[config.mk]
export PLATFORM = sky130hd
export DESIGN_NAME = piso_shift_ctrl
export DESIGN_NICKNAME = d
export VERILOG_FILES = /design/src/rtl/piso_shift_ctrl.sv
export SDC_FILE = /design/constraint.sdc
export NUM_CORES = 1
export LEC_CHECK = 0
export ABC_CLOCK_PERIOD_IN_PS = 3350
export BUFFER_PORTS_ARGS = -buffer_cell sky130_fd_sc_hd__buf_2
export CAP_MARGIN = 0
export CORE_MARGIN = 8
export CORE_UTILIZATION = 50
export CTS_CLUSTER_DIAMETER = 40
export DETAILED_ROUTE_END_ITERATION = 10
export HOLD_SLACK_MARGIN = 0.05
export PLACE_DENSITY_LB_ADDON = 0.1
export SLEW_MARGIN = 20
export SYNTH_ARGS = -nofsm -noshare
export SYNTH_HDL_FRONTEND = slang
export SYNTH_SLANG_ARGS = --single-unit
[constraint.sdc]
create_clock -name clk -period 3.35 [get_ports clk]
set_input_delay 0.1675 -clock clk [delete_from_list [all_inputs] [get_ports clk]]
set_output_delay 0.1675 -clock clk [all_outputs]
set_load 0.005 [all_outputs]
[src/rtl/piso_shift_ctrl.sv]
// Parallel-in/serial-out shifter with load handshake, bit counter and done pulse.
// Define PISO_PARITY_EN to append an even-parity trailer bit after each frame.
module piso_shift_ctrl #(
  parameter int WIDTH     = 8,
  parameter bit MSB_FIRST = 1'b1
) (
  input  logic             clk,
  input  logic             rst_n,
  input  logic [WIDTH-1:0] in,
  input  logic             load_valid,
  output logic             load_ready,
  input  logic             clk_inh,
  input  logic             ser_in,
  output logic             qh,
  output logic             qh_inv,
  output logic             busy,
  output logic             done
);

  localparam int CW = $clog2(WIDTH + 1);

`ifdef PISO_PARITY_EN
  typedef enum logic [1:0] {
    ST_IDLE  = 2'd0,
    ST_SHIFT = 2'd1,
    ST_PAR   = 2'd2
  } state_t;
`else
  typedef enum logic [1:0] {
    ST_IDLE  = 2'd0,
    ST_SHIFT = 2'd1
  } state_t;
`endif

  state_t           state_q, state_d;
  logic [WIDTH-1:0] regs_q, regs_d;
  logic [CW-1:0]    count_q, count_d;
  logic             done_q, done_d;
  logic [WIDTH-1:0] shifted;
  logic             head;

  // One-step shift of the word with ser_in entering the vacated end.
  generate
    for (genvar gi = 0; gi < WIDTH; gi++) begin : g_shift
      if (MSB_FIRST) begin : g_msb
        if (gi == 0) begin : g_end
          assign shifted[gi] = ser_in;
        end else begin : g_mid
          assign shifted[gi] = regs_q[gi-1];
        end
      end else begin : g_lsb
        if (gi == WIDTH - 1) begin : g_end
          assign shifted[gi] = ser_in;
        end else begin : g_mid
          assign shifted[gi] = regs_q[gi+1];
        end
      end
    end
  endgenerate

  assign head = MSB_FIRST ? regs_q[WIDTH-1] : regs_q[0];

`ifdef PISO_PARITY_EN
  logic par_q, par_d;

  always_ff @(posedge clk or negedge rst_n) begin
    if (!rst_n) begin
      par_q <= 1'b0;
    end else begin
      par_q <= par_d;
    end
  end

  always_comb begin
    par_d = par_q;
    if (state_q == ST_IDLE && load_valid) begin
      par_d = ^in;
    end
  end

  assign qh = (state_q == ST_PAR) ? par_q : head;
`else
  assign qh = head;
`endif

  always_ff @(posedge clk or negedge rst_n) begin
    if (!rst_n) begin
      state_q <= ST_IDLE;
      regs_q  <= '0;
      count_q <= '0;
      done_q  <= 1'b0;
    end else begin
      state_q <= state_d;
      regs_q  <= regs_d;
      count_q <= count_d;
      done_q  <= done_d;
    end
  end

  always_comb begin
    state_d = state_q;
    regs_d  = regs_q;
    count_d = count_q;
    done_d  = 1'b0;
    case (state_q)
      ST_IDLE: begin
        if (load_valid) begin
          regs_d  = in;
          count_d = CW'(WIDTH);
          state_d = ST_SHIFT;
        end
      end
      ST_SHIFT: begin
        if (!clk_inh) begin
          regs_d = shifted;
          if (count_q != '0) begin
            count_d = count_q - CW'(1);
          end
          // Last data bit leaves on this advance.
          if (count_q <= CW'(1)) begin
`ifdef PISO_PARITY_EN
            state_d = ST_PAR;
`else
            state_d = ST_IDLE;
            done_d  = 1'b1;
`endif
          end
        end
      end
`ifdef PISO_PARITY_EN
      ST_PAR: begin
        if (!clk_inh) begin
          state_d = ST_IDLE;
          done_d  = 1'b1;
        end
      end
`endif
      default: begin
        state_d = ST_IDLE;
      end
    endcase
  end

  assign qh_inv     = ~qh;
  assign load_ready = (state_q == ST_IDLE);
  assign busy       = (state_q != ST_IDLE);
  assign done       = done_q;

endmodule
# Word-level counts from Yosys, hierarchy flattened
# Cells that the tools add are included.
# W data, S select, Z words.
# word_totals
ff_bits,15
inputBits,13
out_inout_bits,5
# classes
add_sub_neg,1
n_lt_le_gt_ge,1
eq_ne,5
muxes,14
bitwise_logic,1
reduce_logical,7
# op_table
op,n
$mux W8,2
$pmux W8 S2,1
$mux W4,3
$ne A2 B2 Y1 const B,4
$pmux W4 S2,1
$mux W2,3
$reduce_and A3 Y1,2
$le A4 B1 Y1 const B,1
$pmux W2 S2,1
$reduce_and A4 Y1,1
$reduce_bool A2 Y1,2
$reduce_bool A4 Y1,1
$sub A4 B1 Y4 const B,1
$mux W1,3
$eq A2 B1 Y1 const B,1
$logic_not A2 Y1,1
$not A1 Y1,1

# Longest topological paths before layout
# Gate-level depths: netlist of run 1.
# logic_depth
depth_word,4
depth_mapped,5
mapped_depth_nobuf,5

# Least setup slack after synthesis of run 1
# OpenSTA, ideal clock, no wires.
# synth_path
path_type,register to register
startpoint,register count_q[0]
endpoint,register count_q[0]
setup_time_ps,125
arrival_ps,1265
required_ps,3225
path_slack_ps,1960
path_stages_with_launch,6
n_path_buf,0
cell_sequence,dfrtp_1 > inv_1 > ha_1 > nor3b_1 > nor3_1 > mux2_2
# synth_between
elab_chain_len,4
word_cells_on_any_way,7
cone_classes,1 x add/sub; 1 x eq/ne; 3 x mux; 2 x reduce/logical
# synth_lines
element,line,source
"start, declared",37,"logic [CW-1:0] count_q, count_d;"
"start signal, assigned",95,count_q <= count_d;
$sub A4 B1 Y4,117,count_d = count_q - CW'(1);
$mux W4,116,if (count_q != '0) begin
$mux W4,114,if (!clk_inh) begin
$pmux W4 S2,105,case (state_q)
# Parallel ways exist; a longest one is shown, timed or not. The select of a mux whose other input is x is not followed.
# A chain may end at the register's enable or synchronous reset.

# Final worst setup path of run 1
# layout_path
startpoint,register state_q[0]
endpoint,register count_q[1]
# layout_between
elab_chain_len,3
word_cells_on_any_way,8
cone_classes,4 x eq/ne; 1 x mux; 3 x reduce/logical
# layout_lines
element,line,source
"start, declared",35,"state_t state_q, state_d;"
"start signal, assigned",93,state_q <= state_d;
$eq A2 B1 Y1 / $logic_not A2 Y1 (equally long branches),105,
$ne A2 B2 Y1 (no source line) / $reduce_bool A2 Y1 (equally long branches),n/a,
$reduce_and A4 Y1 (no source line),n/a,
# Parallel ways exist; a longest one is shown, timed or not.

==> results.json, run 1 <==
{
  "status": "finished clean",
  "clk_pin_slew_ns": 0.08,
  "yosys.area.top_type_share_pct": 44.7,
  "grt_pass1_vias": 646,
  "drt-vias-per-instance": 5.55,
  "relSlewSlack_pct": 54.1,
  "netlist_instances": 80,
  "combPwrFrac_pct": 39.8,
  "grt_pass1_wl_um": 2950,
  "cts-root-buf": "clkbuf_4",
  "num_rows": 14,
  "crit_fanout": 23,
  "fmax_mhz": 605,
  "hold_violations": 0,
  "slew_violations": 0,
  "p_leak_nw": 0.424,
  "wl_met2_um": 747,
  "place.port_buffers": 17,
  "grt_max_degree": 24,
  "cts_buffers": 3,
  "min_path_type": "input port to register",
  "via_count": 622,
  "drive_above_1_share_pct": 22.9,
  "ctsResizeCount": 0,
  "crit_required_ns": 3.56,
  "ys_top_cells_by_area": "dfrtp_1 45%, mux2i_1 11%, a211oi_1 6.7%",
  "dpl.hpwl_um": 1160,
  "syn2layout_area_growth_pct": 14.0,
  "cts_setup_buffers": 0,
  "crit_arrival_ns": 1.86,
  "core_um2": 1490,
  "synth_area_per_cell_um2": 9.81,
  "cap_violations": 0,
  "grt_use_total_pct": 11.5,
  "net-switching-power_w": 0.000281,
  "antenna_found_initial": 0,
  "critPathCaptureType": "register",
  "finalClockSkew_ns": 0.00340,
  "topRoutingLayerUsed": "met4",
  "wl_per_cell_um": 14.6,
  "totalPowerFinal_w": 0.000727,
  "cts_tree": "built",
  "setup_viol": 0,
  "drc_errors": 0,
  "htree_levels": 1,
  "timing.hold.ws_ns": 0.163,
  "wl_met1_um": 823,
  "wl_um": 1640,
  "fin_area_um2": 895,
  "crit_type": "register to register",
  "power_frac_clock_pct": 12.8,
  "yosys.cell_types.count": 24,
  "final.setup.tns_ns": 0,
  "dieHeight_um": 55.6,
  "nets": 113,
  "final_util_pct": 60.1,
  "globalplace.congestion": 0.772,
  "yosysTopAreaCell": "dfrtp_1",
  "yosys_warnings": 0,
  "sequentialPowerShare_pct": 47.4,
  "rsz0062_at_grt": "false",
  "die-area_um2": 3090,
  "cts_hold_buf": 1,
  "antenna_cells": 0,
  "placed_cell_area_um2": 862,
  "cp-start-kind": "register",
  "p_per_area_nw_per_um2": 813,
  "drt_iter0_markers": 19,
  "firstDrtPassIters": 4,
  "start_util_pct": 52.7,
  "cts_sinks": 14,
  "netSwitchingFraction_pct": 38.6,
  "synth.cell_area_um2": 785,
  "grt_overflow": 0,
  "clock_latency_ns": 0.27,
  "vdd_drop_max_uv": 404,
  "synth_fp_nets": 95,
  "tightest_slew_ns": 0.689,
  "p_int_w": 0.000446,
  "period_minus_slack_ns": 1.65,
  "route.met3.wl_um": 54,
  "io_pins": 18,
  "synth_seq_area_share_pct": 44.7,
  "fp.dieW_um": 55.6,
  "ys_ff_latch": 14,
  "clk_path_buf_depth": 2,
  "ant_nets": 0,
  "min_period_over_period_pct": 49.3
}
## critical path: stages (launching register included)
cell	delay, ns
dfrtp_1	0.79
inv_2	0.15
or4_1	0.55
nand3_1	0.10
## registers in the layout, indices dropped and copies added (netlist names)
signal,count
regs_q,8
count_q,4
done,1
state_q,1
## metal layers
metal | GRT usage, % | vias up
li1 | - | 320
met1 | 14.3 | 287
met2 | 17.6 | 13
met3 | 4.34 | 2
met4 | 4.23 | 0
met5 | 0 | -
## power groups by stage
stage | clock network, W | logic [W] | registers [W]
2_1_floorplan | 0 | 0.000244 | 0.000307
3_3_place_gp | 0 | 0.000285 | 0.000344
3_5_place_dp | 0 | 0.000293 | 0.000349
4_1_cts | 0.000100 | 0.000295 | 0.000345
5_1_grt | 0.000108 | 0.000336 | 0.000360
6_report | 0.0000932 | 0.000289 | 0.000345
## Yosys cell counts
| library cell | count |
|---|---|
| a211oi_1 | 7 |
| a21oi_1 | 10 |
| buf_2 | 4 |
| buf_4 | 1 |
| dfrtp_1 | 14 |
| ha_1 | 2 |
| inv_1 | 4 |
| inv_2 | 1 |
| mux2_2 | 1 |
| mux2i_1 | 9 |
| nand2_1 | 2 |
| nand3_1 | 1 |
| nand4_1 | 1 |
| nor2_1 | 5 |
| nor2b_1 | 7 |
| nor3_1 | 1 |
| nor3b_1 | 2 |
| nor4_1 | 1 |
| nor4b_1 | 1 |
| o211a_1 | 1 |
| o211ai_1 | 1 |
| o21ai_0 | 2 |
| or2b_1 | 1 |
| or4_1 | 1 |
## cells in the final DEF, fill, tap and decap left out, types with 2 or more instances in the layout
master / n
nor2_1: 5
nand2_1: 2
clkbuf_4: 3
buf_2: 17
a21oi_1: 10
nor3b_1: 2
nor2b_1: 7
mux2i_1: 9
dfrtp_1: 14
a211oi_1: 7
o21ai_0: 2
inv_1: 4
ha_1: 2
## cell type report
cell class              count  area [µm²]
fillers                   145         594
multi-input cells          56         388
flip-flops and latches     14         350
repair buffers             18        95.1
clock buffers               3        22.5
well taps                  16        20.0
inverters                   5        18.8
## kinds of logic (layout without fill, tap and decap cells)
family / count (synthesis) / after routing / synth area share (%)
adder cells (fa/ha/maj): 2 / 2 / 3.19
AO/OA/AOI/OAI: 21 / 21 / 16.6
buffers and inverters: 10 / 26 / 5.90
multiplexers: 10 / 10 / 12.9
flip-flops: 14 / 14 / 44.7
AND/OR/NAND/NOR: 23 / 23 / 16.7
## worst paths after layout
kind | start | end | slack (ns) | depth (start not counted)
max | state_q[0]$_DFFE_PN0P_ | count_q[1]$_DFFE_PN0P_ | 1.70 | 3
min | in[6] | regs_q[6]$_DFFE_PN0P_ | 0.16 | 3
max reg2reg | state_q[0]$_DFFE_PN0P_ | count_q[1]$_DFFE_PN0P_ | 1.70 | 3
min reg2reg | count_q[3]$_DFFE_PN0P_ | done$_DFF_PN0_ | 0.55 | 1
max in group asynchronous | rst_n | regs_q[4]$_DFFE_PN0P_ | 2.79 | 2
min in group asynchronous | rst_n | regs_q[5]$_DFFE_PN0P_ | 0.32 | 2
## through the flow
stage	worst slack [ns]	std cells
6_report	1.70	112
5_1_grt	1.59	112
4_1_cts	1.71	112
3_5_place_dp	1.73	108
3_3_place_gp	1.79	108
2_1_floorplan	1.96	80
(Power assumes the default switching activity.)
==> inputs of run 2 (changes only) <==
- ABC_AREA: unset -> 1
- ABC_CLOCK_PERIOD_IN_PS: 3350 -> 1500
- CORE_UTILIZATION: 50 -> 46
- clock period: 3.35 -> 1.5 ns (I/O delays scaled with it)
==> results.json, run 2 <==
{
  "status": "finished clean",
  "timing.hold.ws_ns": 0.0554,
  "synth.cell_area_um2": 813,
  "async_reset_ff_share_pct": 100,
  "antenna_found_initial": 0,
  "syn2layout_area_growth_pct": 13.7,
  "fmax_mhz": 767,
  "cts_sinks": 14,
  "crit_required_ns": 1.67,
  "layout_commonest_cell": "nand2_1",
  "drt-vias-per-instance": 4.88,
  "final.setup.tns_ns": 0,
  "wl_per_cell_um": 11.5,
  "yosysTopAreaCell": "dfrtp_1",
  "critPathCaptureType": "register",
  "synth_edf_count": 0,
  "multiInputGateArea_um2": 344,
  "synth_area_per_cell_um2": 8.13,
  "yosys_warnings": 0,
  "p_per_area_nw_per_um2": 1970,
  "p_leak_nw": 0.520,
  "regMostFlops": "regs_q",
  "yosysMostFrequentCell": "nand2_1",
  "place.port_buffers": 17,
  "clk_path_buf_depth": 2,
  "drc_errors": 0,
  "cts-root-buf": "clkbuf_4",
  "setup_viol": 0,
  "io_pins": 18,
  "critPathTopFamily": "flip-flops",
  "rsz0062_at_grt": "false",
  "synth-main-ff-cell": "dfrtp_1",
  "vdd_drop_max_uv": 952,
  "grt_max_degree": 17,
  "final_util_pct": 54.7,
  "grt_pass1_vias": 641,
  "clk_pin_slew_ns": 0.08,
  "seqCellArea_um2": 350,
  "period_minus_slack_ns": 1.30,
  "fp.dieW_um": 58.0,
  "antenna_cells": 0,
  "htree_levels": 1,
  "cts_buffers": 3,
  "min_period_over_period_pct": 86.9,
  "finalClockSkew_ns": 0.00369,
  "final_cell_mix": "37 x nand2_1, 17 x buf_2, 15 x inv_1, 14 x dfrtp_1, 6 x o21ai_0",
  "slowest_stage": "dfrtp_1",
  "synth_common_cells": "37 x nand2_1, 15 x inv_1, 14 x dfrtp_1",
  "nets": 137,
  "largest_reg_flops": 8,
  "globalplace.congestion": 0.885,
  "crit_type": "register to register",
  "die-area_um2": 3370,
  "tightest_slew_ns": 0.317,
  "via_count": 668,
  "yosys.cell_types.count": 17,
  "hold_violations": 0,
  "worstPathBufferInverterCount": 3,
  "core_um2": 1690,
  "max_stage_delay_ns": 0.40,
  "drive_above_1_share_pct": 27.5,
  "fin_area_um2": 925,
  "dieHeight_um": 58.0,
  "dpl.hpwl_um": 1180,
  "path_common_cell": "nand2_1",
  "drt_iter0_markers": 16,
  "netlist_instances": 100,
  "slew_violations": 0,
  "placed_cell_area_um2": 882,
  "synth_fp_nets": 115,
  "cap_violations": 0,
  "ys_ff_latch": 14,
  "grt_overflow": 0,
  "crit_fanout": 7,
  "path_cells": "inv_1 -> ha_1 -> nand2_1 -> inv_1 -> nand2_1 -> nand2_4 -> inv_1 -> nand2_1 -> nand2_1",
  "cts_tree": "built",
  "grt_use_total_pct": 10.7,
  "cp-start-kind": "register",
  "firstDrtPassIters": 4,
  "start_util_pct": 48.1,
  "num_rows": 15,
  "synth_seq_area_share_pct": 43.1,
  "yosys.area.top_type_share_pct": 43.1,
  "grt_pass1_wl_um": 2800,
  "wl_um": 1580,
  "clock_latency_ns": 0.28,
  "crit_arrival_ns": 1.48,
  "ys_top_cells_by_area": "dfrtp_1 43%, nand2_1 17%, inv_1 6.9%",
  "relSlewSlack_pct": 78.9,
  "ant_nets": 0,
  "reg_top3": "regs_q x8, count_q x4",
  "min_path_type": "input port to register",
  "nFillCells": 173
}
## run 2: changes by cell type after synthesis, sizes merged, moves of 9 or more
cell | before | now
a21oi | 10 | 0
inv | 5 | 17
mux2i | 9 | 0
nand2 | 2 | 40
o21ai | 2 | 15
## run 2: what timing repair did
item                                    4_1_cts  5_1_grt
buffers inserted                              0        0
hold buffers                                  2        0
endpoints found under the hold margin        15        0
resized for setup                             0        0
endpoints found under the setup margin        0        0
## run 2: worst reg2reg max path, stage by stage (launching register included)
cell and delay, ns:
dfrtp_1 0.40, inv_1 0.13, ha_1 0.22, nand2_1 0.07
inv_1 0.06, nand2_1 0.07, nand2_4 0.11, inv_1 0.06
nand2_1 0.06, nand2_1 0.04
## run 2: worst paths after layout
kind                                         from  depth (start not counted)                endpoint  slack, ns
max in group asynchronous                   rst_n                          2  count_q[0]$_DFFE_PN0P_       1.04
min in group asynchronous                   rst_n                          2   regs_q[3]$_DFFE_PN0P_       0.22
max reg2reg                count_q[0]$_DFFE_PN0P_                          9  count_q[3]$_DFFE_PN0P_       0.20
min                                       clk_inh                          4          done$_DFF_PN0_       0.06
max                        count_q[0]$_DFFE_PN0P_                          9  count_q[3]$_DFFE_PN0P_       0.20
min reg2reg                 regs_q[4]$_DFFE_PN0P_                          2   regs_q[4]$_DFFE_PN0P_       0.49
## run 2: where the power goes
group	leakage, nW	switching (W)	internal (W)
registers	0.174	0.000109	0.000547
logic	0.332	0.000575	0.000382
clock network	0.0138	0.000118	0.0000931
## run 2: cell families after synthesis
group	synth area share, %
DFF	43.1
buffers and inverters	14.6
xor gates and xnor gates	1.08
adders and majority gates	3.08
AOI/OAI and AO/OA	13.1
and+or+nand+nor	25.1
## run 2: final cells by class
cell class	instances	area share (%)
Sequential cell	14	37.9
Multi-Input combinational cell	66	37.2
Timing Repair Buffer	20	12.2
Inverter	17	7.98
Clock buffer	3	2.44
Tap cell	17	2.30
## run 2: per-layer routing
metal  part of all wire [%]  GRT usage, %
met5                      0             0
met3                    5.7          3.31
met1                     44          11.2
met4                    2.2          6.29
met2                     48          18.3
## run 2: stage by stage
stage	setup slack, ns	total power (W)	instances
after floorplan	0.327	0.00147	100
after global placement	0.267	0.00160	132
after detailed placement	0.205	0.00162	132
after CTS	0.190	0.00185	137
final	0.197	0.00182	137
after global routing	0.0791	0.00202	137
